`src/rtl/mem_access_unit_pkg.sv`:
```
// Shared pipeline definitions for the memory-access stage: bus payloads,
// opcode / funct3 constants and the exception cause encoding.
package mem_access_unit_pkg;

   // Bus payload widths; data-carrying fields are sized for the widest (64-bit) datapath
   localparam int unsigned XLEN   = 64;
   localparam int unsigned INSN_W = 32;
   localparam int unsigned OPC_W  = 7;
   localparam int unsigned F3_W   = 3;
   localparam int unsigned RD_W   = 5;

   // Major opcodes
   localparam logic [OPC_W-1:0] LOAD  = 7'b0000011;
   localparam logic [OPC_W-1:0] STORE = 7'b0100011;
   localparam logic [OPC_W-1:0] ALU_R = 7'b0110011;
   localparam logic [OPC_W-1:0] ALU_I = 7'b0010011;

   // Load funct3
   localparam logic [F3_W-1:0] LB  = 3'b000;
   localparam logic [F3_W-1:0] LH  = 3'b001;
   localparam logic [F3_W-1:0] LW  = 3'b010;
   localparam logic [F3_W-1:0] LD  = 3'b011;
   localparam logic [F3_W-1:0] LBU = 3'b100;
   localparam logic [F3_W-1:0] LHU = 3'b101;
   localparam logic [F3_W-1:0] LWU = 3'b110;

   // Store funct3
   localparam logic [F3_W-1:0] SB = 3'b000;
   localparam logic [F3_W-1:0] SH = 3'b001;
   localparam logic [F3_W-1:0] SW = 3'b010;
   localparam logic [F3_W-1:0] SD = 3'b011;

   typedef enum logic [1:0] {
      EXC_NONE       = 2'd0,
      EXC_MISALIGNED = 2'd1,
      EXC_ILLEGAL    = 2'd2,
      EXC_BUS_ERROR  = 2'd3
   } mem_exc_cause_e;

   typedef struct packed {
      logic [INSN_W-1:0] instruction;
      logic [OPC_W-1:0]  opcode;
      logic [F3_W-1:0]   funct3;
      logic [RD_W-1:0]   rd;
      logic [XLEN-1:0]   alu_result;
      logic [XLEN-1:0]   store_data;
   } ex_mem_bus_t;

   typedef struct packed {
      logic [INSN_W-1:0] instruction;
      logic [OPC_W-1:0]  opcode;
      logic [RD_W-1:0]   rd;
      logic [XLEN-1:0]   wb_value;
   } mem_wb_bus_t;

   // True for opcodes that access data memory
   function automatic logic is_mem_op(input logic [OPC_W-1:0] opc);
      return (opc == LOAD) || (opc == STORE);
   endfunction

endpackage

```
`src/rtl/mem_access_unit_lsu_lane_align.sv`:
```
// Combinational lane alignment for the memory-access stage.
//   addr_lo, funct3, is_store : access descriptor (low address bits, size/sign, direction)
//   store_data -> be_c, wdata_c : store byte enables and lane-replicated write data
//   rdata -> load_value_c       : response shifted down by the offset and extended
//   misaligned_c, illegal_c     : access legality (illegal takes precedence)
module lsu_lane_align
   import mem_access_unit_pkg::*;
#(
   parameter int unsigned DATA_W = 32
) (
   input  logic [2:0]          addr_lo,
   input  logic [F3_W-1:0]     funct3,
   input  logic                is_store,
   input  logic [DATA_W-1:0]   store_data,
   input  logic [DATA_W-1:0]   rdata,
   output logic [DATA_W/8-1:0] be_c,
   output logic [DATA_W-1:0]   wdata_c,
   output logic [DATA_W-1:0]   load_value_c,
   output logic                misaligned_c,
   output logic                illegal_c
);

   localparam int unsigned BE_W  = DATA_W / 8;
   localparam int unsigned OFF_W = $clog2(BE_W);
   localparam bit          HAS_D = (DATA_W == 64);

   logic [OFF_W-1:0]  off;
   logic [DATA_W-1:0] sh;
   logic signed [7:0]  sb;
   logic signed [15:0] shw;
   logic signed [31:0] sw;
   logic               mis_raw;

   assign off = addr_lo[OFF_W-1:0];
   assign sh  = rdata >> {off, 3'b000};
   assign sb  = sh[7:0];
   assign shw = sh[15:0];
   assign sw  = sh[31:0];

   // Legality and natural-alignment check
   always_comb begin
      illegal_c = 1'b0;
      if (is_store) begin
         illegal_c = funct3[2] | ((funct3[1:0] == 2'b11) & !HAS_D);
      end else begin
         case (funct3)
            LB, LH, LW, LBU, LHU: illegal_c = 1'b0;
            LD, LWU:              illegal_c = !HAS_D;
            default:              illegal_c = 1'b1;
         endcase
      end

      case (funct3[1:0])
         2'b00:   mis_raw = 1'b0;
         2'b01:   mis_raw = addr_lo[0];
         2'b10:   mis_raw = |addr_lo[1:0];
         default: mis_raw = |addr_lo;
      endcase
      misaligned_c = mis_raw & !illegal_c;
   end

   // Store lane placement: data replicated across all lanes, enables select the target bytes
   always_comb begin
      case (funct3[1:0])
         2'b00: begin
            be_c    = BE_W'(1) << off;
            wdata_c = {BE_W{store_data[7:0]}};
         end
         2'b01: begin
            be_c    = BE_W'(2'b11) << off;
            wdata_c = {(DATA_W/16){store_data[15:0]}};
         end
         2'b10: begin
            be_c    = BE_W'(4'hF) << off;
            wdata_c = {(DATA_W/32){store_data[31:0]}};
         end
         default: begin
            be_c    = '1;
            wdata_c = store_data;
         end
      endcase
   end

   // Load extraction with sign/zero extension
   always_comb begin
      case (funct3)
         LB:  load_value_c = DATA_W'(sb);
         LH:  load_value_c = DATA_W'(shw);
         LW: begin
            if (HAS_D) load_value_c = DATA_W'(sw);
            else       load_value_c = DATA_W'(sh[31:0]);
         end
         LBU: load_value_c = DATA_W'(sh[7:0]);
         LHU: load_value_c = DATA_W'(sh[15:0]);
         LWU: load_value_c = DATA_W'(sh[31:0]);
         default: load_value_c = sh;
      endcase
   end

endmodule

```
`src/rtl/mem_access_unit.sv`:
```
// Memory-access pipeline stage between EX/MEM and MEM/WB.
//   clock, reset (async, active-low)
//   in_valid / ex_mem_bus_in / in_ready        : upstream instruction handshake
//   dmem_req_* / dmem_req_ready                 : data-memory request (valid/ready)
//   dmem_rsp_valid / dmem_rsp_rdata             : data-memory response (loads and stores)
//   out_valid / mem_wb_bus_out                  : registered writeback bus, one-cycle pulse
//   exc_valid / exc_cause / exc_addr            : exception report, qualified by out_valid
module mem_access_unit
   import mem_access_unit_pkg::*;
#(
   parameter int unsigned DATA_W         = 32,
   parameter int unsigned ADDR_W         = 32,
   parameter int unsigned TIMEOUT_CYCLES = 256
) (
   input  logic                clock,
   input  logic                reset,
   input  logic                in_valid,
   input  ex_mem_bus_t         ex_mem_bus_in,
   output logic                in_ready,
   output logic                dmem_req_valid,
   output logic                dmem_req_we,
   output logic [ADDR_W-1:0]   dmem_req_addr,
   output logic [DATA_W-1:0]   dmem_req_wdata,
   output logic [DATA_W/8-1:0] dmem_req_be,
   input  logic                dmem_req_ready,
   input  logic                dmem_rsp_valid,
   input  logic [DATA_W-1:0]   dmem_rsp_rdata,
   output logic                out_valid,
   output mem_wb_bus_t         mem_wb_bus_out,
   output logic                exc_valid,
   output logic [1:0]          exc_cause,
   output logic [ADDR_W-1:0]   exc_addr
);

   localparam int unsigned BE_W  = DATA_W / 8;
   localparam int unsigned OFF_W = $clog2(BE_W);
   localparam int unsigned CNT_W = $clog2(TIMEOUT_CYCLES);
   localparam logic [CNT_W-1:0] CNT_LAST = CNT_W'(TIMEOUT_CYCLES - 1);

   localparam logic [1:0] ST_IDLE = 2'd0;
   localparam logic [1:0] ST_REQ  = 2'd1;
   localparam logic [1:0] ST_WAIT = 2'd2;

   logic [1:0]       state, next_state;
   ex_mem_bus_t      hold, hold_d;
   logic [CNT_W-1:0] cnt, cnt_d;
   logic             in_ready_d;
   logic             req_valid_d, req_we_d;
   logic [ADDR_W-1:0] req_addr_d;
   logic [DATA_W-1:0] req_wdata_d;
   logic [BE_W-1:0]   req_be_d;
   logic             out_valid_d, exc_valid_d;
   mem_wb_bus_t      wb_d;
   mem_exc_cause_e   exc_cause_q, exc_cause_d;
   logic [ADDR_W-1:0] exc_addr_d;

   // Lane aligner sees the incoming bus while idle (store placement, legality)
   // and the held bus afterwards (load extraction).
   ex_mem_bus_t       sel;
   logic [ADDR_W-1:0] in_addr, hold_addr;
   logic [BE_W-1:0]   be_c;
   logic [DATA_W-1:0] wdata_c, load_value_c;
   logic              misaligned_c, illegal_c;
   logic              unused_bits;

   assign sel       = (state == ST_IDLE) ? ex_mem_bus_in : hold;
   assign in_addr   = ADDR_W'(ex_mem_bus_in.alu_result);
   assign hold_addr = ADDR_W'(hold.alu_result);
   assign exc_cause = exc_cause_q;
   assign unused_bits = ^{sel.alu_result, sel.store_data, hold.alu_result,
                          ex_mem_bus_in.alu_result, ex_mem_bus_in.store_data};

   lsu_lane_align #(
      .DATA_W (DATA_W)
   ) u_lane_align (
      .addr_lo      (sel.alu_result[2:0]),
      .funct3       (sel.funct3),
      .is_store     (sel.opcode == STORE),
      .store_data   (DATA_W'(sel.store_data)),
      .rdata        (dmem_rsp_rdata),
      .be_c         (be_c),
      .wdata_c      (wdata_c),
      .load_value_c (load_value_c),
      .misaligned_c (misaligned_c),
      .illegal_c    (illegal_c)
   );

   // State and output registers
   always_ff @(posedge clock or negedge reset) begin
      if (!reset) begin
         state          <= ST_IDLE;
         hold           <= '0;
         cnt            <= '0;
         in_ready       <= 1'b1;
         dmem_req_valid <= 1'b0;
         dmem_req_we    <= 1'b0;
         dmem_req_addr  <= '0;
         dmem_req_wdata <= '0;
         dmem_req_be    <= '0;
         out_valid      <= 1'b0;
         mem_wb_bus_out <= '0;
         exc_valid      <= 1'b0;
         exc_cause_q    <= EXC_NONE;
         exc_addr       <= '0;
      end else begin
         state          <= next_state;
         hold           <= hold_d;
         cnt            <= cnt_d;
         in_ready       <= in_ready_d;
         dmem_req_valid <= req_valid_d;
         dmem_req_we    <= req_we_d;
         dmem_req_addr  <= req_addr_d;
         dmem_req_wdata <= req_wdata_d;
         dmem_req_be    <= req_be_d;
         out_valid      <= out_valid_d;
         mem_wb_bus_out <= wb_d;
         exc_valid      <= exc_valid_d;
         exc_cause_q    <= exc_cause_d;
         exc_addr       <= exc_addr_d;
      end
   end

   // Next-state and next-output logic
   always_comb begin
      next_state  = state;
      hold_d      = hold;
      cnt_d       = cnt;
      req_valid_d = dmem_req_valid;
      req_we_d    = dmem_req_we;
      req_addr_d  = dmem_req_addr;
      req_wdata_d = dmem_req_wdata;
      req_be_d    = dmem_req_be;
      out_valid_d = 1'b0;
      exc_valid_d = 1'b0;
      wb_d        = mem_wb_bus_out;
      exc_cause_d = exc_cause_q;
      exc_addr_d  = exc_addr;

      case (state)
         ST_IDLE: begin
            if (in_valid) begin
               wb_d.instruction = ex_mem_bus_in.instruction;
               wb_d.opcode      = ex_mem_bus_in.opcode;
               wb_d.rd          = ex_mem_bus_in.rd;
               if (!is_mem_op(ex_mem_bus_in.opcode)) begin
                  out_valid_d = 1'b1;
                  exc_cause_d = EXC_NONE;
                  exc_addr_d  = '0;
                  if ((ex_mem_bus_in.opcode == ALU_R) || (ex_mem_bus_in.opcode == ALU_I))
                     wb_d.wb_value = XLEN'(ex_mem_bus_in.alu_result[DATA_W-1:0]);
                  else
                     wb_d.wb_value = '0;
               end else begin
                  hold_d = ex_mem_bus_in;
                  if (illegal_c || misaligned_c) begin
                     // Rejected without touching memory
                     out_valid_d   = 1'b1;
                     exc_valid_d   = 1'b1;
                     exc_cause_d   = illegal_c ? EXC_ILLEGAL : EXC_MISALIGNED;
                     exc_addr_d    = in_addr;
                     wb_d.wb_value = '0;
                  end else begin
                     next_state  = ST_REQ;
                     req_valid_d = 1'b1;
                     req_we_d    = (ex_mem_bus_in.opcode == STORE);
                     req_addr_d  = {in_addr[ADDR_W-1:OFF_W], OFF_W'(0)};
                     if (ex_mem_bus_in.opcode == STORE) begin
                        req_wdata_d = wdata_c;
                        req_be_d    = be_c;
                     end else begin
                        req_wdata_d = '0;
                        req_be_d    = '1;
                     end
                  end
               end
            end
         end

         ST_REQ: begin
            if (dmem_req_ready) begin
               req_valid_d = 1'b0;
               cnt_d       = '0;
               next_state  = ST_WAIT;
            end
         end

         ST_WAIT: begin
            // A response in the timeout cycle still completes normally
            if (dmem_rsp_valid) begin
               out_valid_d = 1'b1;
               exc_cause_d = EXC_NONE;
               exc_addr_d  = '0;
               if (hold.opcode == STORE) wb_d.wb_value = '0;
               else                      wb_d.wb_value = XLEN'(load_value_c);
               next_state  = ST_IDLE;
            end else if (cnt == CNT_LAST) begin
               out_valid_d   = 1'b1;
               exc_valid_d   = 1'b1;
               exc_cause_d   = EXC_BUS_ERROR;
               exc_addr_d    = hold_addr;
               wb_d.wb_value = '0;
               next_state    = ST_IDLE;
            end else begin
               cnt_d = cnt + CNT_W'(1);
            end
         end

         default: next_state = ST_IDLE;
      endcase

      in_ready_d = (next_state == ST_IDLE);
   end

endmodule

```
`config.mk`:
```
export PLATFORM = sky130hd
export DESIGN_NAME = mem_access_unit
export DESIGN_NICKNAME = d
export VERILOG_FILES = /design/src/rtl/mem_access_unit_pkg.sv /design/src/rtl/mem_access_unit_lsu_lane_align.sv /design/src/rtl/mem_access_unit.sv
export SDC_FILE = /design/constraint.sdc
export NUM_CORES = 1
export LEC_CHECK = 0
export CELL_PAD_IN_SITES_DETAIL_PLACEMENT = 1
export CELL_PAD_IN_SITES_GLOBAL_PLACEMENT = 1
export CORE_MARGIN = 2
export CORE_UTILIZATION = 35
export DETAILED_ROUTE_END_ITERATION = 7
export HOLD_SLACK_MARGIN = 0.06
export PLACE_DENSITY = 0.82
export SLEW_MARGIN = 25
export SYNTH_ARGS = -nofsm -noshare
export SYNTH_HDL_FRONTEND = slang
export SYNTH_SLANG_ARGS = --single-unit
```
`constraint.sdc`:
```
create_clock -name clock -period 4.3 [get_ports clock]
set_input_delay 1.075 -clock clock [delete_from_list [all_inputs] [get_ports clock]]
set_output_delay 1.075 -clock clock [all_outputs]
set_load 0.05 [all_outputs]
```
==> metrics.md, run 1 <==
| Metric | Value |
|---|---|
| Run status | `complete, no violations` |
| Clock slew at reported path FFs | `0.06 ns` |
| Layout area overhead | `39.14%` |
| RePlAce Congestion | `0.8585` |
| Synth Warn # | `0` |
| LEAKAGE | `around 8.0 nW` |
| CP delay by family, top | `buffers and inverters` |
| Pwr dens | `between 300 and 400 nW/um^2` |
| Layout Skew | `about 0.015 ns` |
| Final net count | `1631` |
| Vias in the first global route | `roughly 11000` |
| Syn Area/Cell | `roughly 12 sq um` |
| DP HPWL | `30840 um` |
| First-pass GRT wire length | `between 60000 and 70000 um` |
| Worst r2r dst | `dmem_req_addr[17]` |
| DRT iter0 DRCs | `427` |
| I/O pin count | `427` |
| Hold Crit Start | `mem_wb_bus_out[71]` |
| Synthesized instance count | `around 1100` |
| Most common cell in the netlist | `dfrtp_1` |
| Number of hold buffers added after cts | `0` |
| Via density | `around 5.3` |
| Clock root cell | `clkbuf_16` |
| Die H | `about 190 um` |
| # port buffers | `approximately 330` |
| Startpoint Class | `primary input` |
| Mux cell area share after synthesis | `a little under a fifth` |
| Worst Path Max Fanout | `47` |
| Main combinational cell family by area after synthesis | `multiplexers` |
| Critical Path RT | `about 4.8 ns` |
| ANT nets after route | `0` |
| Die Area | `between 30000 and 40000 sq um` |
| R2R cell count | `12` |
| Synth Area in Compound Gates | `around 12%` |
| Max transition margin | `between 20% and 30%` |
| GRT Overall Usage | `between 20% and 30%` |
| Final Max Slew Viols | `0` |
| Vias | `a little over 10000` |
| Resize count post-CTS | `0` |
| Synth area leaders | `dfrtp_1, mux2_2, nand2_1` |
| Total grt overflow | `0` |
| Dominant synthesized flop cell | `dfrtp_1` |
| Postcts setup bufs | `0` |
| Worst slew pin tran | `1.049 ns` |
| Maximum vdd drop | `0.3132 mV` |
| Fmax | `around 0.28 GHz` |
| PnR Total Power | `approximately 6.7 mW` |
| Final WL | `42290 um` |
| Hold Crit Depth | `2` |
| RSZ-0062 raised after global routing | `false` |
| Ys async rst share | `100.0%` |
| Yosys cell types | `roughly 70` |
| CTS H-tree depth | `1` |
| Post-Synth Simple-Gate Area | `a little over a tenth` |
| Post-synth EDFFs | `0` |
| FF+latch count, synth | `265` |
| Setup_tns | `0 ns` |
| Reg2reg setup slack | `around 0.67 ns` |
| Clk_lat worst skew | `~0.57 ns` |
| RR Startpoint | `state[0]` |
| Total clock sinks | `265` |
| Crit path kind | `primary input to flop` |
| Seq/Total Area, Yosys | `52.88%` |
| Crit path cell chain | `clkdlybuf4s50_1 -> nand2_1 -> nand2_1 -> inv_1 -> ha_1 -> and2_1 -> a2111oi_0 -> o22ai_1 -> inv_1 -> nand3_4 -> buf_12 -> mux2_2` |
| Final period util | `between 80 and 90%` |
| CP Buf/Inv Count | `4` |
| Row count | `69` |
| Synthesized area | `around 13000 sq um` |
| Drt first pass iters | `4` |
| CTS Buffer Depth | `3` |
| Crit path arrival time | `4.08 ns` |
| Leading area contributor after synthesis | `dfrtp_1` |
| Initial Utilization | `~35%` |
| Hold endpoint | `mem_wb_bus_out[71]` |
| Wire per inst | `about 22 um` |
| Crit path largest cell delay | `roughly 0.53 ns` |
| Top post-synthesis cells by count | `dfrtp_1, nand2_1, mux2_2, a22o_1, clkbuf_1` |
| Setup violations, final | `0` |
| Share of layout cells above drive strength 1 | `a little under a fifth` |
| Max cap viols | `0` |
| Post-Synth Adder-Cell Area | `0.4988%` |
| Slowest-stage cell, CP | `clkdlybuf4s50_1` |
| Drc violations | `0` |
| Synth Area in XOR/XNOR | `less than 1%` |
| Crit path time final | `3.626 ns` |
| Synth top area share | `around 53%` |
| Core area | `about 35000 sq um` |
| CTS tree | `built` |
| Initial antenna violation count | `6` |
| Largest net degree at the start of global routing | `roughly 100` |
| Min-Delay Path Class | `flop to flop` |
| Die X | `just under 200 um` |
| TritonCTS buffer count | `31` |
| Final Hold Viols | `0` |
| Critical Path End Type | `flop` |
-- power breakdown --
| part | switching (mW) | total, mW | internal (mW) | leakage (nW) |
|---|---|---|---|---|
| Combinational | 0.743 | 1.21 | 0.464 | 3.97 |
| Clock | 1.05 | 2.73 | 1.68 | 0.512 |
| Sequential | 0.107 | 2.78 | 2.67 | 3.55 |
| Total | 1.90 | 6.72 | 4.82 | 8.03 |
-- worst min-delay path, cell delays in order, from the launching register on --
cell and delay (ns):
dfrtp_1 0.34, nand2_1 0.05, nand2_1 0.05
-- area by class of cell --
cell class                 instances  area (sq um)
fill                            3732         17940
sequential                       265          6633
multi-input combinational        737          5488
timing repair buffer             364          3621
clock buffer                      47         905.9
tap                              461         576.8
clock inverter                     9         157.7
inverter                          15         56.30
antenna                            6         15.01
-- metrics by stage --
stage	utilization (%)	hold WS, ns	cells	setup slack [ns]	instance area [sq um]
after CTS	49.23	0.4748	1898	0.6945	17430
after detailed placement	46.22	0.4594	1842	0.1303	16360
after global placement	46.22	0.4539	1842	0.2708	16360
after global routing	49.31	0.4947	1904	0.5396	17450
after floorplan	-	0.4394	1119	0.4032	12670
final	49.31	0.4745	1904	0.6741	17450
-- how the worst max path moves through the flow --
stage | depth (start not counted) | slack [ns] | from | to
finish | 12 | 0.67 | ex_mem_bus_in[134] | dmem_req_addr[17]
global route | 12 | 0.54 | state[0] | dmem_req_addr[17]
CTS | 11 | 0.69 | state[0] | dmem_req_wdata[7]
detailed placement | 11 | 0.13 | ex_mem_bus_in[134] | dmem_req_wdata[7]
global placement | 11 | 0.27 | ex_mem_bus_in[134] | dmem_req_wdata[1]
floorplan | 14 | 0.40 | ex_mem_bus_in[134] | exc_addr[25]
-- kinds of logic after synthesis --
kind of cell | after synthesis
other | 1
multiplexers | 201
flip-flops | 265
adder cells (fa/ha/maj) | 5
AND/OR/NAND/NOR | 291
XOR/XNOR | 4
AO/OA/AOI/OAI | 202
buffers and inverters | 117
-- state kept, by name, indices dropped and copies added (netlist names) --
signal          flops
cnt                 8
dmem_req_addr      30
dmem_req_be         4
dmem_req_valid      1
dmem_req_wdata     32
dmem_req_we         1
exc_addr           32
exc_cause           2
exc_valid           1
hold               74
in_ready            1
mem_wb_bus_out     76
out_valid           1
state               2
-- metal layers --
layer / GRT usage (%) / routed length, um / up-vias
met5: 0 / 0 / -
met4: 7.945 / 1338 / 0
met3: 6.137 / 3182 / 80
met2: 36.88 / 20510 / 330
met1: 27.63 / 17260 / 5144
li1: - / - / 4525
-- placed cells by master (no fill, tap or decap), types with 6 or more instances in the layout --
| cell | netlist | final |
|---|---|---|
| a21o_1 | 11 | 11 |
| a21oi_1 | 18 | 17 |
| a221o_1 | 8 | 8 |
| a22o_1 | 55 | 55 |
| a22oi_1 | 8 | 8 |
| a32o_1 | 16 | 16 |
| a32oi_1 | 7 | 7 |
| buf_4 | 38 | 31 |
| clkbuf_1 | 44 | 9 |
| clkbuf_16 | 0 | 31 |
| clkbuf_8 | 0 | 7 |
| clkdlybuf4s50_1 | 0 | 327 |
| conb_1 | 1 | 34 |
| dfrtp_1 | 264 | 264 |
| diode_2 | 0 | 6 |
| inv_1 | 14 | 14 |
| mux2_1 | 6 | 6 |
| mux2_2 | 156 | 156 |
| mux2i_1 | 32 | 32 |
| mux4_2 | 7 | 7 |
| nand2_1 | 184 | 183 |
| nand3_1 | 34 | 33 |
| nand4_1 | 6 | 6 |
| nor2_1 | 15 | 14 |
| nor3b_1 | 7 | 7 |
| o21ai_0 | 29 | 29 |
| o221ai_1 | 8 | 8 |
| o22ai_1 | 11 | 11 |
| o2bb2ai_1 | 8 | 8 |
Note: power is estimated with default switching activity, not from simulation.
==> run 2: changes to the inputs <==
Settings changed: CORE_UTILIZATION 35 to 32, PLACE_DENSITY 0.82 to 0.79.
Clock period 4.3 ns to 3.3 ns, I/O delays scaled along.
==> run 2 against run 1 <==
  * Clock skew grew 0.017 ns
  * Largest power group is now the clock network
  * Critical path depth is the same
  * Flip-flop and latch count is the same
  * Critical endpoint is now dmem_req_wdata[6]
  * Utilization shrank 2.7 points
  * Worst setup slack lost 0.41 ns
  * First-iteration DRC count grew 16%
  * Total power grew 35%
  * Sequential share of layout area shrank 1.1 points
  * Final cell count grew 5.0%
  * Count of clock-buffer cells in the layout grew 3
  * Global-route usage shrank 0.77 points
  * Sequential power grew 30%
==> metrics.md, run 2 (synthesis results as in run 1) <==
| Metric | Value |
|---|---|
| Setup_tns | `0 ns (unchanged)` |
| Setup ws final | `0.2677 ns (-0.4063 ns)` |
| Die X | `202.0 um (+4.5%)` |
| Clock root cell | `clkbuf_16` |
| Die H | `202.0 um (+4.5%)` |
| Drc violations | `0 (unchanged)` |
| Vias | `10340 (+2.5%)` |
| Crit path time final | `about 3.0 ns` |
| I/O pin count | `427 (unchanged)` |
| Vias in the first global route | `11170 (+1.2%)` |
| Postcts setup bufs | `0 (unchanged)` |
| Worst Setup SP | `ex_mem_bus_in[134]` |
| ANT nets after route | `0 (unchanged)` |
| Pwr dens | `505.2 nW/um^2 (+31%)` |
| Total clock sinks | `265 (unchanged)` |
| Die Area | `40800 sq um (+9.2%)` |
| Switching share of power | `28.48% (+0.24 points)` |
| Layout area overhead | `43.46%` |
| Worst slew pin tran | `0.7689 ns (-0.2797 ns)` |
| Crit path arrival time | `3.49 ns (-0.59 ns)` |
| Wire per inst | `21.84 um (-1.7%)` |
| TritonCTS buffer count | `34 (+9.7%)` |
| Cell Int Power | `6.502 mW (+35%)` |
| # port buffers | `328 (unchanged)` |
| CTS Buffer Depth | `3 (unchanged)` |
| Final Hold Viols | `0 (unchanged)` |
| Critical Path RT | `3.76 ns (-0.99 ns)` |
| GRT Overall Usage | `21.39% (-0.77 points)` |
| Setup violations, final | `0 (unchanged)` |
| Total grt overflow | `0 (unchanged)` |
| Row count | `72 (+4.3%)` |
| Max transition margin | `48.74% (+20 points)` |
| Clock slew at reported path FFs | `0.06 ns (about the same)` |
| Worst Path Max Fanout | `8 (-83%)` |
| Sw power | `2.589 mW (+36%)` |
| Initial antenna violation count | `7 (+1)` |
| Layout Skew | `0.03217 ns (+0.01705 ns)` |
| Maximum vdd drop | `0.3278 mV (+4.7%)` |
| Via density | `5.168 (-2.4%)` |
| Startpoint Class | `primary input` |
| Drt first pass iters | `4 (unchanged)` |
| Resize count post-CTS | `0 (unchanged)` |
| RSZ-0062 raised after global routing | `false` |
| Crit path kind | `primary input to flop` |
| Share of layout cells above drive strength 1 | `21.29% (+2.6 points)` |
| Largest reg by FF count | `mem_wb_bus_out` |
| First-pass GRT wire length | `67450 um (+2.8%)` |
| Combinational Power Share | `17.6% (-0.4 points)` |
| Fmax | `about 0.33 GHz` |
| RR Startpoint | `state[1]` |
| Number of hold buffers added after cts | `0 (unchanged)` |
| Commonest cells after routing, fill and taps aside | `clkdlybuf4s50_1, dfrtp_1, nand2_1` |
| Sequential share of power | `39.8% (-1.6 points)` |
| Commonest non-fill, non-tap cell in the layout | `clkdlybuf4s50_1` |
| Clk network pwr share | `42.5% (+1.9 points)` |
| Largest regs | `mem_wb_bus_out (76), hold (74)` |
| RePlAce Congestion | `0.8398 (-2.2%)` |
| Worst slack at placement | `-0.2698 ns (-0.4002 ns)` |
| Max FFs per register | `76 (unchanged)` |
| Largest net degree at the start of global routing | `79 (-24%)` |
| LEAKAGE | `8.292 nW (+3.2%)` |
| Core area | `38650 sq um (+9.2%)` |
| Final Max Slew Viols | `0 (unchanged)` |
| Max cap viols | `0 (unchanged)` |
| Clk_lat worst skew | `0.55 ns (-0.02 ns)` |
| CTS tree | `built` |
| Final WL | `43680 um (+3.3%)` |
| Min-Delay Path Class | `primary input to asynchronous set/reset pin` |
| Run status | `complete, no violations` |
| CTS H-tree depth | `2 (+1)` |
| Initial Utilization | `32.46% (-3.0 points)` |
| DP HPWL | `31750 um (+3.0%)` |
| Critical Path End Type | `flop` |
| DRT iter0 DRCs | `495 (+16%)` |
| Final period util | `~92%` |
| Final net count | `1667 (+2.2%)` |
run 2: cell count changes in the layout (fill, tap and decap cells not counted), sizes merged:
cell / before / now
inv: 15 / 16
clkinv: 3 / 6
clkinvlp: 2 / 1
clkbuf: 47 / 50
bufinv: 4 / 3
buf: 37 / 70
diode: 6 / 7
run 2: final cells by class:
cell class / instances / area, sq um
Fill cell: 4093 / 20650
Antenna cell: 7 / 17.52
Multi-Input combinational cell: 737 / 5508
Clock inverter: 11 / 155.1
Clock buffer: 50 / 1021
Timing Repair Buffer: 397 / 3956
Inverter: 15 / 56.30
Sequential cell: 265 / 6633
Tap cell: 518 / 648.1
run 2: per-layer routing:
| metal | vias to the layer above | GRT usage (%) | part of all wire, % |
|---|---|---|---|
| met5 | - | 0 | 0 |
| met4 | 0 | 9.034 | 3.8 |
| met3 | 86 | 5.692 | 7.0 |
| met2 | 328 | 35.51 | 48 |
| met1 | 5291 | 26.30 | 41 |
| li1 | 4630 | - | - |
run 2: through the flow:
step	utilization (%)	hold WS [ns]	instance area, sq um	power [mW]	std cells
after floorplan	-	0.4394	12690	4.577	1119
after global placement	43.44	0.4516	16790	5.228	1932
after detailed placement	43.44	0.4561	16790	5.283	1932
after CTS	46.48	0.2144	17960	9.207	1993
after global routing	46.56	0.2367	17990	9.445	1999
final	46.56	0.2280	17990	9.091	2000
run 2: power groups by stage:
stage	Combinational, mW	Sequential, mW	Clock, mW
5_1_grt	1.70	3.65	4.09
3_3_place_gp	1.57	3.65	0
6_report	1.60	3.62	3.86
3_5_place_dp	1.61	3.67	0
2_1_floorplan	0.539	4.04	0
4_1_cts	1.62	3.62	3.97
run 2: worst max-delay path, stage by stage:
cell             delay [ns]
clkdlybuf4s50_1        0.50
nand2_1                0.06
nand2_1                0.10
inv_1                  0.07
ha_2                   0.20
and2_1                 0.18
a2111oi_2              0.40
o22ai_2                0.18
buf_4                  0.20
or4_1                  0.41
buf_4                  0.20
o2bb2ai_1              0.16
run 2: final timing paths:
check	endpoint	slack, ns	cells after the start
worst max-delay path	dmem_req_wdata[6]	0.27	12
worst min-delay path	hold[25]	0.23	1
worst max register to register	dmem_req_wdata[6]	0.27	8
worst min register to register	mem_wb_bus_out[70]	0.47	2
max in group asynchronous	exc_addr[28]	2.22	2
min in group clock	mem_wb_bus_out[70]	0.47	2
==> run 3: changes to the inputs <==
Settings changed: GPL_ROUTABILITY_DRIVEN from default to 0, SETUP_SLACK_MARGIN from default to 0.5.
==> run 3 against run 2 <==
  * Non-clock buffer count is 45 higher
  * Final cell count up 2.3%
  * Fmax grew 4.4%
  * Critical endpoint is now dmem_req_wdata[10]
  * Highest routed layer is now met5
==> metrics.md, run 3 (synthesis results as in run 1) <==
| Metric | Value |
|---|---|
| Run status | `complete, no violations` |
| Met1 Use GR | `27.58% (+1.3 points)` |
| Min-Delay Path Class | `primary input to asynchronous set/reset pin` |
| Pwr dens | `485.3 nW/um^2 (-3.9%)` |
| Die Area | `40800 sq um (unchanged)` |
| First-pass GRT wire length | `71030 um (+5.3%)` |
| DP HPWL | `31540 um (-0.68%)` |
| Final net count | `1713 (+2.8%)` |
| Clk_lat worst skew | `0.52 ns (-0.03 ns)` |
| Worst slew pin tran | `0.8426 ns (+0.07372 ns)` |
| # port buffers | `328 (unchanged)` |
| DRT iter0 DRCs | `522 (+5.5%)` |
| Vias | `10710 (+3.6%)` |
| Dpl cell area | `16860 sq um (+0.42%)` |
| RSZ-0062 raised after global routing | `true` |
| Met3 GRT Util | `5.966% (+0.27 points)` |
| Largest net degree at the start of global routing | `67 (-15%)` |
| CTS tree | `built` |
| Fmax | `0.3443 GHz (+4.4%)` |
| Final Cell Area | `19030 sq um (+5.8%)` |
| Critical Path End Type | `flop` |
| Drt first pass iters | `4 (unchanged)` |
| TritonCTS buffer count | `35 (+2.9%)` |
| Max cap viols | `0 (unchanged)` |
| Crit path time final | `2.905 ns (-0.1274 ns)` |
| Row count | `72 (unchanged)` |
| Initial antenna violation count | `12 (+5)` |
| Share of layout cells above drive strength 1 | `26.15% (+4.9 points)` |
| Vias in the first global route | `11790 (+5.5%)` |
| CTS H-tree depth | `2 (unchanged)` |
| Final WL | `47500 um (+8.8%)` |
| Core area | `38650 sq um (unchanged)` |
| Crit path largest cell delay | `0.45 ns (-0.05 ns)` |
| Layout area overhead | `51.73%` |
| Crit path kind | `flop to flop` |
| Crit path top cell by count | `buf_6` |
| Switching share of power | `28.99% (+0.51 points)` |
| Die H | `202.0 um (unchanged)` |
| Largest regs | `mem_wb_bus_out (76), hold (74)` |
| Sw power | `2.678 mW (+3.4%)` |
| Layout Skew | `0.01646 ns (-0.01571 ns)` |
| Via density | `5.234 (+1.3%)` |
| Cell Int Power | `6.559 mW (+0.88%)` |
| Final Hold Viols | `0 (unchanged)` |
| Largest reg by FF count | `mem_wb_bus_out` |
| Drc violations | `0 (unchanged)` |
| Crit path arrival time | `3.36 ns (-0.13 ns)` |
| Util after Layout | `49.25% (+2.7 points)` |
| LEAKAGE | `8.777 nW (+5.8%)` |
| Initial Utilization | `32.46% (unchanged)` |
| Clock slew at reported path FFs | `0.06 ns (about the same)` |
| GRT Overall Usage | `22.45% (+1.1 points)` |
| Clk network pwr share | `42.0% (-0.5 points)` |
| Commonest non-fill, non-tap cell in the layout | `clkdlybuf4s50_1` |
| Commonest cells after routing, fill and taps aside | `clkdlybuf4s50_1, dfrtp_1, nand2_1` |
| Met2 Use GR | `37.67% (+2.2 points)` |
| Sequential share of power | `39.3% (-0.5 points)` |
| ANT nets after route | `0 (unchanged)` |
| CTS Buffer Depth | `3 (unchanged)` |
| Startpoint Class | `flop` |
| Crit path cell chain | `or2_4 -> nand2_4 -> nand2_4 -> ha_4 -> and2_4 -> a2111oi_4 -> o22ai_2 -> buf_4 -> buf_6 -> buf_6 -> nor4_4 -> buf_6 -> clkbuf_16 -> a32o_1` |
| Number of hold buffers added after cts | `0 (unchanged)` |
| Die X | `202.0 um (unchanged)` |
| Combinational Power Share | `18.7% (+1.1 points)` |
| Total clock sinks | `265 (unchanged)` |
| Critical Path RT | `3.75 ns (about the same)` |
| Worst Path Max Fanout | `6 (-2)` |
| Maximum vdd drop | `0.3265 mV (-0.39%)` |
| Final Max Slew Viols | `0 (unchanged)` |
| GR peak layer | `met2` |
| I/O pin count | `427 (unchanged)` |
| Total grt overflow | `0 (unchanged)` |
| Final period util | `88.03% (-3.9 points)` |
| Setup violations, final | `0 (unchanged)` |
| Max FFs per register | `76 (unchanged)` |
| Slowest-stage cell, CP | `dfrtp_2` |
| Max transition margin | `43.11% (-5.6 points)` |
| Wire per inst | `23.22 um (+6.3%)` |
| Clock root cell | `clkbuf_16` |
## run 3: cell types whose count changed in the layout (fill, tap and decap cells not counted), moves of 6 or more
cell       delta
buf_6        +14
buf_4        +10
clkbuf_16    +10
buf_16        +8
mux2_4        +8
o2bb2ai_1     -8
clkbuf_8      -7
clkinv_2      +6
mux2_1        -6
## run 3: critical path, delay by kind of cell, from the launching register on
kind                       cells  cell delay [ns]
buffers and inverters          5             0.75
AOI/OAI and AO/OA              3             0.60
DFF                            1             0.45
and+or+nand+nor                5             0.83
adders and majority gates      1             0.19
## run 3: worst paths after layout
kind	cells after the start	slack, ns	endpoint	startpoint
worst max-delay path	14	0.40	dmem_req_wdata[10]	state[1]
worst min-delay path	1	0.26	exc_addr[21]	reset
worst max register to register	14	0.40	dmem_req_wdata[10]	state[1]
worst min register to register	2	0.47	mem_wb_bus_out[88]	mem_wb_bus_out[88]
max in group asynchronous	2	2.18	dmem_req_addr[16]	reset
min in group clock	2	0.47	mem_wb_bus_out[88]	mem_wb_bus_out[88]
## run 3: per-stage QoR
step	total power [mW]	hold WS, ns	setup TNS, ns	cells	setup WS (ns)
floorplan	4.589	0.4394	0	1119	0.2253
global placement	5.242	0.4541	-8.216	1937	-0.1402
detailed placement	5.302	0.4585	-18.53	1937	-0.2755
CTS	9.302	0.2900	0	2023	0.3891
global route	9.594	0.2790	0	2046	0.2944
finish	9.237	0.2554	0	2046	0.3951
## run 3: what timing repair did
item / in CTS / in global routing
setup endpoints to repair: 136 / 135
cloned: 7 / 9
buffers inserted: 16 / 8
pin swaps: 14 / 24
gates resized for setup: 50 / 32
## run 3: area by class of cell
type	instances	area, sq um
Fill cell	4021	19620
Sequential cell	265	6634
Multi-Input combinational cell	737	5813
Timing Repair Buffer	442	4691
Clock buffer	46	999.7
Tap cell	518	648.1
Clock inverter	17	175.2
Inverter	15	56.30
Antenna cell	6	15.01
## run 3: metal layers
layer,part of all wire (%),routed length [um]
met1,41,19290
met2,49,23260
met3,6.9,3287
met4,3.4,1635
met5,0.051,24
## run 3: power groups by stage
stage / Combinational [mW] / Clock (mW) / Sequential, mW
detailed placement: 1.63 / 0 / 3.68
global route: 1.83 / 4.11 / 3.66
CTS: 1.69 / 3.99 / 3.62
finish: 1.73 / 3.88 / 3.63
global placement: 1.59 / 0 / 3.65
floorplan: 0.551 / 0 / 4.04
